`src/rtl/watch_time_setter.sv`:
```
// Watch time-keeping and setting controller: debounces three buttons, runs the
// hh:mm:ss counters and handles NORMAL/SETTING mode, field select and auto-repeat.
module watch_time_setter #(
    parameter int TICK_DIV     = 50_000_000,
    parameter int DEBOUNCE_CYC = 500_000,
    parameter int REPEAT_DELAY = 25_000_000,
    parameter int REPEAT_RATE  = 5_000_000
) (
    input  logic       clk,
    input  logic       reset,
    input  logic       sw0,
    input  logic       sw1,
    input  logic       sw2,
    output logic       mode,
    output logic [2:0] set_pos,
    output logic       sw2_held,
    output logic [4:0] dc_hour,
    output logic [5:0] dc_min,
    output logic [5:0] dc_sec,
    output logic       sec_tick
);

    localparam int PW = $clog2(TICK_DIV + 1);
    localparam int DW = $clog2(DEBOUNCE_CYC + 1);
    localparam int RMAX = (REPEAT_DELAY > REPEAT_RATE) ? REPEAT_DELAY : REPEAT_RATE;
    localparam int RW = $clog2(RMAX + 1);

    localparam logic [PW-1:0] PRE_LAST  = PW'(TICK_DIV - 1);
    localparam logic [DW-1:0] DEB_LAST  = DW'(DEBOUNCE_CYC - 1);
    localparam logic [RW-1:0] RPT_DELAY = RW'(REPEAT_DELAY);
    localparam logic [RW-1:0] RPT_RATE  = RW'(REPEAT_RATE);

    typedef enum logic {
        ST_NORMAL  = 1'b0,
        ST_SETTING = 1'b1
    } state_t;

    // Button vectors are ordered {sw2, sw1, sw0}.
    logic [2:0]    raw;
    logic [2:0]    sync1_q, sync2_q;
    logic [2:0]    db_q, db_d;
    logic [2:0]    press_q, press_d;
    logic [DW-1:0] deb_cnt_q [3];
    logic [DW-1:0] deb_cnt_d [3];

    state_t        state_q, state_d;
    logic [2:0]    pos_q, pos_d;
    logic [4:0]    hour_q, hour_d;
    logic [5:0]    min_q, min_d;
    logic [5:0]    sec_q, sec_d;
    logic          tick_q, tick_d;
    logic [PW-1:0] pre_q, pre_d;
    logic [RW-1:0] rpt_q, rpt_d;
    logic          rpt_phase_q, rpt_phase_d;
    logic          rpt_fire;

    assign raw = {sw2, sw1, sw0};

    // A level change is accepted only after DEBOUNCE_CYC consecutive mismatching cycles.
    always_comb begin
        db_d    = db_q;
        press_d = '0;
        for (int i = 0; i < 3; i++) begin
            deb_cnt_d[i] = '0;
            if (sync2_q[i] != db_q[i]) begin
                if (deb_cnt_q[i] == DEB_LAST) begin
                    db_d[i]    = sync2_q[i];
                    press_d[i] = sync2_q[i];
                end else begin
                    deb_cnt_d[i] = deb_cnt_q[i] + DW'(1);
                end
            end
        end
    end

    // Phase 0 waits REPEAT_DELAY from the debounced rise; phase 1 fires every REPEAT_RATE.
    assign rpt_fire = db_q[2] && (rpt_phase_q ? (rpt_q == RPT_RATE) : (rpt_q == RPT_DELAY));

    always_comb begin
        state_d     = state_q;
        pos_d       = pos_q;
        hour_d      = hour_q;
        min_d       = min_q;
        sec_d       = sec_q;
        pre_d       = pre_q;
        tick_d      = 1'b0;
        rpt_d       = rpt_q;
        rpt_phase_d = rpt_phase_q;

        if (!db_q[2]) begin
            rpt_d       = '0;
            rpt_phase_d = 1'b0;
        end else if (rpt_fire) begin
            rpt_d       = RW'(1);
            rpt_phase_d = 1'b1;
        end else begin
            rpt_d = rpt_q + RW'(1);
        end

        case (state_q)
            ST_NORMAL: begin
                if (pre_q == PRE_LAST) begin
                    pre_d  = '0;
                    tick_d = 1'b1;
                    if (sec_q == 6'd59) begin
                        sec_d = '0;
                        if (min_q == 6'd59) begin
                            min_d  = '0;
                            hour_d = (hour_q == 5'd23) ? 5'd0 : hour_q + 5'd1;
                        end else begin
                            min_d = min_q + 6'd1;
                        end
                    end else begin
                        sec_d = sec_q + 6'd1;
                    end
                end else begin
                    pre_d = pre_q + PW'(1);
                end
                if (press_q[0]) begin
                    state_d     = ST_SETTING;
                    pos_d       = 3'b100;
                    rpt_d       = '0;
                    rpt_phase_d = 1'b0;
                end
            end
            ST_SETTING: begin
                pre_d = '0;
                if (press_q[0]) begin
                    state_d = ST_NORMAL;
                end else if (press_q[1]) begin
                    pos_d = {pos_q[0], pos_q[2:1]};
                end else if (press_q[2] || rpt_fire) begin
                    case (pos_q)
                        3'b100:  hour_d = (hour_q == 5'd23) ? 5'd0 : hour_q + 5'd1;
                        3'b010:  min_d  = (min_q == 6'd59) ? 6'd0 : min_q + 6'd1;
                        3'b001:  sec_d  = (sec_q == 6'd59) ? 6'd0 : sec_q + 6'd1;
                        default: ;
                    endcase
                end
            end
            default: state_d = ST_NORMAL;
        endcase
    end

    always_ff @(posedge clk or negedge reset) begin
        if (!reset) begin
            sync1_q     <= '0;
            sync2_q     <= '0;
            db_q        <= '0;
            press_q     <= '0;
            for (int i = 0; i < 3; i++) deb_cnt_q[i] <= '0;
            state_q     <= ST_NORMAL;
            pos_q       <= 3'b100;
            hour_q      <= '0;
            min_q       <= '0;
            sec_q       <= '0;
            tick_q      <= 1'b0;
            pre_q       <= '0;
            rpt_q       <= '0;
            rpt_phase_q <= 1'b0;
        end else begin
            sync1_q     <= raw;
            sync2_q     <= sync1_q;
            db_q        <= db_d;
            press_q     <= press_d;
            for (int i = 0; i < 3; i++) deb_cnt_q[i] <= deb_cnt_d[i];
            state_q     <= state_d;
            pos_q       <= pos_d;
            hour_q      <= hour_d;
            min_q       <= min_d;
            sec_q       <= sec_d;
            tick_q      <= tick_d;
            pre_q       <= pre_d;
            rpt_q       <= rpt_d;
            rpt_phase_q <= rpt_phase_d;
        end
    end

    assign mode     = (state_q == ST_SETTING);
    assign set_pos  = pos_q;
    assign sw2_held = db_q[2];
    assign dc_hour  = hour_q;
    assign dc_min   = min_q;
    assign dc_sec   = sec_q;
    assign sec_tick = tick_q;

endmodule

```
`config.mk`:
```
export PLATFORM = sky130hd
export DESIGN_NAME = watch_time_setter
export DESIGN_NICKNAME = d
export VERILOG_FILES = /design/src/rtl/watch_time_setter.sv
export SDC_FILE = /design/constraint.sdc
export NUM_CORES = 1
export LEC_CHECK = 0
export ABC_CLOCK_PERIOD_IN_PS = 3200
export CAP_MARGIN = 20
export CORE_UTILIZATION = 35
export DETAILED_ROUTE_END_ITERATION = 8
export GPL_TIMING_DRIVEN = 0
export MAX_ROUTING_LAYER = met4
export PLACE_DENSITY_LB_ADDON = 0.3
export SLEW_MARGIN = 20
export SYNTH_ARGS = -nofsm -noshare
export SYNTH_HDL_FRONTEND = slang
export SYNTH_SLANG_ARGS = --single-unit
```
`constraint.sdc`:
```
create_clock -name clk -period 3.2 [get_ports clk]
set_input_delay 0.32 -clock clk [delete_from_list [all_inputs] [get_ports clk]]
set_output_delay 0.32 -clock clk [all_outputs]
set_load 0.02 [all_outputs]
```
==> out/metrics.csv, run 1 <==
metric,value,unit
cp_max_fo,10,
drt_wl_total,13100,µm
regArea,0.00358,mm²
cts_hold_buf,1,
globalRouteOverflowTotal,0,
reg2reg_slack,0.60,ns
wl_per_cell,13.1,µm
slew_headroom,0.530,
r2r_end,dc_min[5],
multiInputGateArea,0.00314,mm²
worstSetupEndpointType,flip-flop,
tightest_slew,0.704,ns
cts_sinks,143,
hp-start,sw0,
place_inst,964,
p_sw_frac,0.214,
hold_class,in -> reg,
post_cts_buffers,0,
cts_tree,done,
ios,28,
skew,0.0107,ns
yosys_warnings,0,
synth_seq_cells,143,
cts_root_buf,clkbuf_16,
die_y,142,µm
fin_crit_sh,0.814,
crit_buf_inv,1,
leakagePower,3.44,nW
hpwlAfterDp,8740,µm
path_depth,7,
n_antenna_cell,0,
p_clk_frac,0.517,
hold_depth,1,
netlist_instances,676,
ctsResizeCount,0,
timing.rr.start,rpt_q[9],
slew_viol_final,0,
setup_ws,0.595,ns
htreeDepth,4,
fin_crit,2.60,ns
grt_pass1_wl,23100,µm
syn_to_final_growth,18.3,%
cts_made_buffers,17,
drtAntennaViolNets,0,
synthArstFlopShare,1.00,
drt_iter0_drc,222,
crit_top_cell,o41ai_1,
crit_required,3.48,ns
num_vias,4844,
fill_cells,1813,
synth_ff_type,dfrtp_1,
clk-insertion-delay-late,0.42,ns
power_density,488,mW/mm²
timing.critical_path.from_type,flip-flop,
critPathLaunch,rpt_q[9],
first_pass_iters,4,
ys_types,54,
internal_power,3.11,mW
rsz0062_at_grt,false,
final_area,0.00810,mm²
avgSynthCellArea,10.1,µm²
clkTransAtPathRegs,0.06,ns
clockBufferDepth,2,
synth_edf_count,0,
reg2reg_depth,7,
p_switching,0.846,mW
track_usage,0.149,
rows,50,
final_nets,739,
grt_pass1_vias,4763,
port_buffers,27,
fin_cells,997,
vias_per_cell,4.86,
placed_cell_area,0.00748,mm²
finalHoldViolations,0,
pre_cts_ws,0.671,ns
setup_viol,0,
status,finished clean,
syn-num-nets,691,
critical_path_class,reg -> reg,
drc,0,
place_congestion,0.763,
grt_max_degree,76,
crit_arrival,2.88,ns
initial_core_util,0.361,
critPathCapture,dc_min[5],
netlist_area,0.00685,mm²
die_x,142,µm
worst_ir_drop_vdd,307,µV
final_layout_size_suffix_gt1_frac,0.0733,
slowest_delay,0.45,ns
timing.fmax,384,MHz
worstPathCellList,"nor4b_1, nand4_1, a2111oi_2, o21bai_1, buf_2, o41ai_1, o41ai_1",
core,0.0190,mm²
crit_family,compound AO/OA/AOI/OAI gates,
dieArea,0.0201,mm²
p_comb_frac,0.019,
antenna_found_initial,0,
synth-seq-area-share,0.523,
slowest_stage,dfrtp_1,
p_seq_frac,0.463,
maxCapViolations,0,
==> synth_stat cells, types with 3 or more instances <==
cell type | count | area share
ha_1 | 10 | 0.018
inv_1 | 20 | 0.011
a31oi_1 | 4 | 0.0037
xnor2_1 | 39 | 0.050
nor4b_1 | 6 | 0.0077
nor3_1 | 9 | 0.0066
nand2b_1 | 4 | 0.0037
nor2_1 | 127 | 0.070
nand4_1 | 27 | 0.025
o31ai_1 | 10 | 0.011
nor4_1 | 7 | 0.0064
or3_1 | 3 | 0.0027
xor2_1 | 61 | 0.078
a21oi_1 | 3 | 0.0022
and3_1 | 14 | 0.013
nand3_1 | 44 | 0.032
nor3b_1 | 9 | 0.0099
nand2_1 | 43 | 0.024
dfrtp_1 | 142 | 0.52
clkbuf_1 | 11 | 0.0060
and4_1 | 14 | 0.018
nor2b_1 | 3 | 0.0027
o22ai_1 | 3 | 0.0027
and2_1 | 13 | 0.012
o21ai_0 | 6 | 0.0044
mux2_2 | 6 | 0.0099
==> cells by family after synthesis <==
group / count (synthesis) / synth area share
multiplexers: 9 / 0.0159
flip-flops: 143 / 0.523
adder cells (fa/ha/maj): 10 / 0.0183
AO/OA/AOI/OAI: 42 / 0.0442
AND/OR/NAND/NOR: 339 / 0.253
buffers and inverters: 33 / 0.0184
XOR/XNOR: 100 / 0.128
==> routing by layer <==
layer / vias up / track usage / wire, µm
li1: 2437 / - / -
met2: 51 / 0.226 / 5920
met5: - / - / 0
met1: 2345 / 0.196 / 6720
met3: 11 / 0.0324 / 306
met4: 0 / 0.0492 / 163
==> power by group through the flow <==
| stage | Clock [mW] | Sequential (mW) | Combinational, mW |
|---|---|---|---|
| final | 2.05 | 1.83 | 0.0759 |
| after detailed placement | 0 | 1.87 | 0.0796 |
| after CTS | 2.11 | 1.83 | 0.0808 |
| after global placement | 0 | 1.87 | 0.0742 |
| after floorplan | 0 | 1.86 | 0.0251 |
| after global routing | 2.19 | 1.83 | 0.0906 |
==> how the worst min path moves through the flow <==
stage          slack [ns]    endpoint
2_1_floorplan        0.02     db_q[0]
3_3_place_gp         0.34  sync2_q[0]
3_5_place_dp         0.33  sync2_q[0]
4_1_cts              0.32  sync1_q[2]
5_1_grt              0.33  sync1_q[0]
6_report             0.34  sync1_q[0]
==> worst register-to-register path: stages, from the launching register on <==
cell and delay (ns):
dfrtp_1 0.45, nor4b_1 0.32, nand4_1 0.20, a2111oi_2 0.38, o21bai_1 0.29, buf_2 0.28, o41ai_1 0.38, o41ai_1 0.16
==> state kept, by name, summed over array words and instances (netlist names) <==
signal       cells
db_q             3
dc_hour          5
dc_min           6
dc_sec           6
deb_cnt_q       57
mode             1
pre_q           26
press_q          3
rpt_phase_q      1
rpt_q           25
sec_tick         1
set_pos          3
sync1_q          3
sync2_q          3
==> per-stage QoR <==
| step | utilization | total power, mW | TNS, ns | hold WS [ns] |
|---|---|---|---|---|
| 5_1_grt | 0.428 | 4.11 | 0 | 0.327 |
| 3_5_place_dp | 0.395 | 1.95 | 0 | 0.335 |
| 4_1_cts | 0.428 | 4.03 | 0 | 0.319 |
| 3_3_place_gp | 0.393 | 1.94 | -596.99 | 0.337 |
| 2_1_floorplan | - | 1.89 | 0 | 0.0244 |
| 6_report | 0.428 | 3.96 | 0 | 0.344 |
==> layout by cell type (no fill, tap or decap), drive strengths merged, types with 21 or more instances in the layout <==
cell and instances:
nor2 127, clkdlybuf4s50 26, xnor2 39, nand2 43, dfrtp 142, inv 21
nand4 27, xor2 61, clkbuf 30, nand3 44
==> final cells by class <==
type,instances,area share
multi-input cells,500,0.388
clock inverters,13,0.0201
repair buffers,29,0.0386
flip-flops and latches,143,0.442
well taps,260,0.0401
inverters,20,0.00926
clock buffers,19,0.0559
plain buffers,13,0.00633
No activity file was read; power rests on OpenSTA's default activity.
==> inputs of run 2 (changes only) <==
--- a/config.mk
+++ b/config.mk
@@ -5,7 +5,7 @@
 export SDC_FILE = /design/constraint.sdc
 export NUM_CORES = 1
 export LEC_CHECK = 0
-export ABC_CLOCK_PERIOD_IN_PS = 3200
+export ABC_CLOCK_PERIOD_IN_PS = 2200
 export CAP_MARGIN = 20
 export CORE_UTILIZATION = 35
 export DETAILED_ROUTE_END_ITERATION = 8
==> constraint.sdc (replaced) <==
create_clock -name clk -period 2.2 [get_ports clk]
set_input_delay 0.22 -clock clk [delete_from_list [all_inputs] [get_ports clk]]
set_output_delay 0.22 -clock clk [all_outputs]
set_load 0.02 [all_outputs]
==> run 2 against run 1 <==
  * The run now ends with negative setup slack left
  * Combinational power increased by 45%
  * Wire length increased by 1.5%
  * Global-route usage is 0.37 points lower
  * Clock skew decreased by 0.0030 ns
  * Clock power up 44%
  * Power rose by 45%
  * Critical endpoint is now dc_sec[1]
  * Largest power group unchanged
  * Highest routed layer unchanged
==> out/metrics.csv, run 2 (synthesized netlist as in run 1, its figures left out) <==
metric,value,unit,change
core,0.0190,mm²,unchanged
die_y,142,µm,unchanged
leakagePower,3.64,nW,was 3.44 nW
crit_required,2.50,ns,was 3.48 ns
hpwlAfterDp,8660,µm,was 8740 µm
cp_max_fo,9,,was 10
final_area,0.00857,mm²,was 0.00810 mm²
grt_max_degree,95,,was 76
regMostFlops,deb_cnt_q,,unchanged
port_buffers,27,,unchanged
grt_pass1_vias,4668,,was 4763
total_power,5.74,mW,was 3.96 mW
tightest_slew,0.756,ns,was 0.704 ns
reg_top3,"deb_cnt_q: 57 flops, pre_q: 26 flops, rpt_q: 25 flops",,unchanged
finalHoldViolations,0,,unchanged
ios,28,,unchanged
drt_iter0_drc,326,,was 222
die_x,142,µm,unchanged
layout_commonest_cell,dfrtp_1,,unchanged
timing.critical_path.from_type,flip-flop,,unchanged
cts_tree,done,,unchanged
skew,0.00775,ns,was 0.0107 ns
htreeDepth,4,,unchanged
crit_arrival,2.61,ns,was 2.88 ns
clk-insertion-delay-late,0.42,ns,about the same
wl_per_cell,13.1,µm,about the same
rsz0062_at_grt,true,,was false
status,"finished, violations left",,was finished clean
worstSetupEndpointType,flip-flop,,unchanged
power_density,670,mW/mm²,was 488 mW/mm²
globalRouteOverflowTotal,0,,unchanged
fin_crit_sh,1.05,,was 0.814
final_layout_size_suffix_gt1_frac,0.155,,was 0.0733
multiInputGateArea,0.00338,mm²,was 0.00314 mm²
initial_core_util,0.361,,unchanged
final_nets,761,,was 739
track_usage,0.145,,was 0.149
most-common-layout-cells,"136 x dfrtp_1, 126 x nor2_1, 61 x xor2_1",,"was 142 x dfrtp_1, 127 x nor2_1, 61 x xor2_1"
antenna_found_initial,0,,unchanged
fill_cells,1766,,was 1813
n_antenna_cell,0,,unchanged
cts_root_buf,clkbuf_16,,unchanged
gr-max-usage-layer,met2,,unchanged
slew_headroom,0.495,,was 0.530
dieArea,0.0201,mm²,unchanged
critical_path_class,reg -> reg,,unchanged
timing.fmax,433,MHz,was 384 MHz
clkTransAtPathRegs,0.06,ns,about the same
rows,50,,unchanged
cts_sinks,143,,unchanged
setup_viol,10,,was 0
setup_ws,-0.109,ns,was 0.595 ns
drtAntennaViolNets,0,,unchanged
syn_to_final_growth,25.1,%,was 18.3%
largest_reg_flops,57,,unchanged
num_vias,4984,,was 4844
first_pass_iters,4,,unchanged
tns,-0.654,ns,was 0 ns
gr-usage-met1,0.196,,about the same
drt_wl_total,13300,µm,was 13100 µm
vias_per_cell,4.90,,was 4.86
maxCapViolations,0,,unchanged
hold_class,in -> reg,,unchanged
placed_cell_area,0.00749,mm²,was 0.00748 mm²
clockBufferDepth,2,,unchanged
use_met3,0.0337,,was 0.0324
grt.met2_usage,0.210,,was 0.226
fin_crit,2.31,ns,was 2.60 ns
drc,0,,unchanged
grt_pass1_wl,22600,µm,was 23100 µm
slew_viol_final,0,,unchanged
final_util,0.452,,was 0.428
worst_ir_drop_vdd,570,µV,was 307 µV
cts_made_buffers,17,,unchanged
regArea,0.00359,mm²,was 0.00358 mm²
violations,negative setup slack,,
place_congestion,0.790,,was 0.763
run 2: what timing repair did:
action | 4_1_cts | 5_1_grt
pin swaps | 13 | 12
hold buffers | 1 | 0
gates cloned | 0 | 1
setup endpoints to repair | 59 | 85
setup buffers | 17 | 7
resized for setup | 31 | 39
endpoints found under the hold margin | 48 | 0
run 2: power breakdown:
| part | leakage (nW) | total, mW | internal [mW] | switching, mW |
|---|---|---|---|---|
| clock | 0.297 | 2.96 | 1.94 | 1.03 |
| combinational | 1.40 | 0.110 | 0.0309 | 0.0790 |
| sequential | 1.95 | 2.67 | 2.65 | 0.0170 |
run 2: through the flow:
stage	setup slack [ns]	hold WS [ns]	std cells
after floorplan	-0.0358	-0.0756	676
final	-0.109	0.244	1017
after global placement	-5.11	0.332	963
after CTS	-0.0874	0.226	1012
after detailed placement	-0.245	0.155	964
after global routing	-0.198	0.229	1017
run 2: layout make-up:
type | count | area share
Sequential cell | 143 | 0.419
Multi-Input combinational cell | 500 | 0.394
Timing Repair Buffer | 54 | 0.0613
Clock buffer | 23 | 0.0546
Tap cell | 260 | 0.0380
Clock inverter | 7 | 0.0158
Inverter | 20 | 0.00876
Buffer | 10 | 0.00861
run 2: layer usage:
metal  vias up  part of all wire
met5         -                 0
met4         0             0.014
met3        20             0.026
met2        69              0.45
met1      2428              0.51
li1       2467                 -
run 2: critical path, stage by stage, from the launching register on:
cell       delay, ns
dfrtp_2         0.44
nor4b_2         0.25
nand4_1         0.20
a2111oi_4       0.45
o21bai_4        0.18
or2_1           0.26
buf_6           0.13
mux2_4          0.28
run 2: final timing paths:
kind | from | to | slack (ns) | cells after the start
min in group asynchronous | reset | dc_min[4] | 0.30 | 2
hold reg to reg | sync1_q[1] | sync2_q[1] | 0.35 | 0
hold / removal | sw1 | sync1_q[1] | 0.24 | 1
max in group asynchronous | reset | db_q[2] | 1.12 | 3
setup reg to reg | rpt_q[8] | dc_sec[1] | -0.11 | 7
setup / recovery | rpt_q[8] | dc_sec[1] | -0.11 | 7
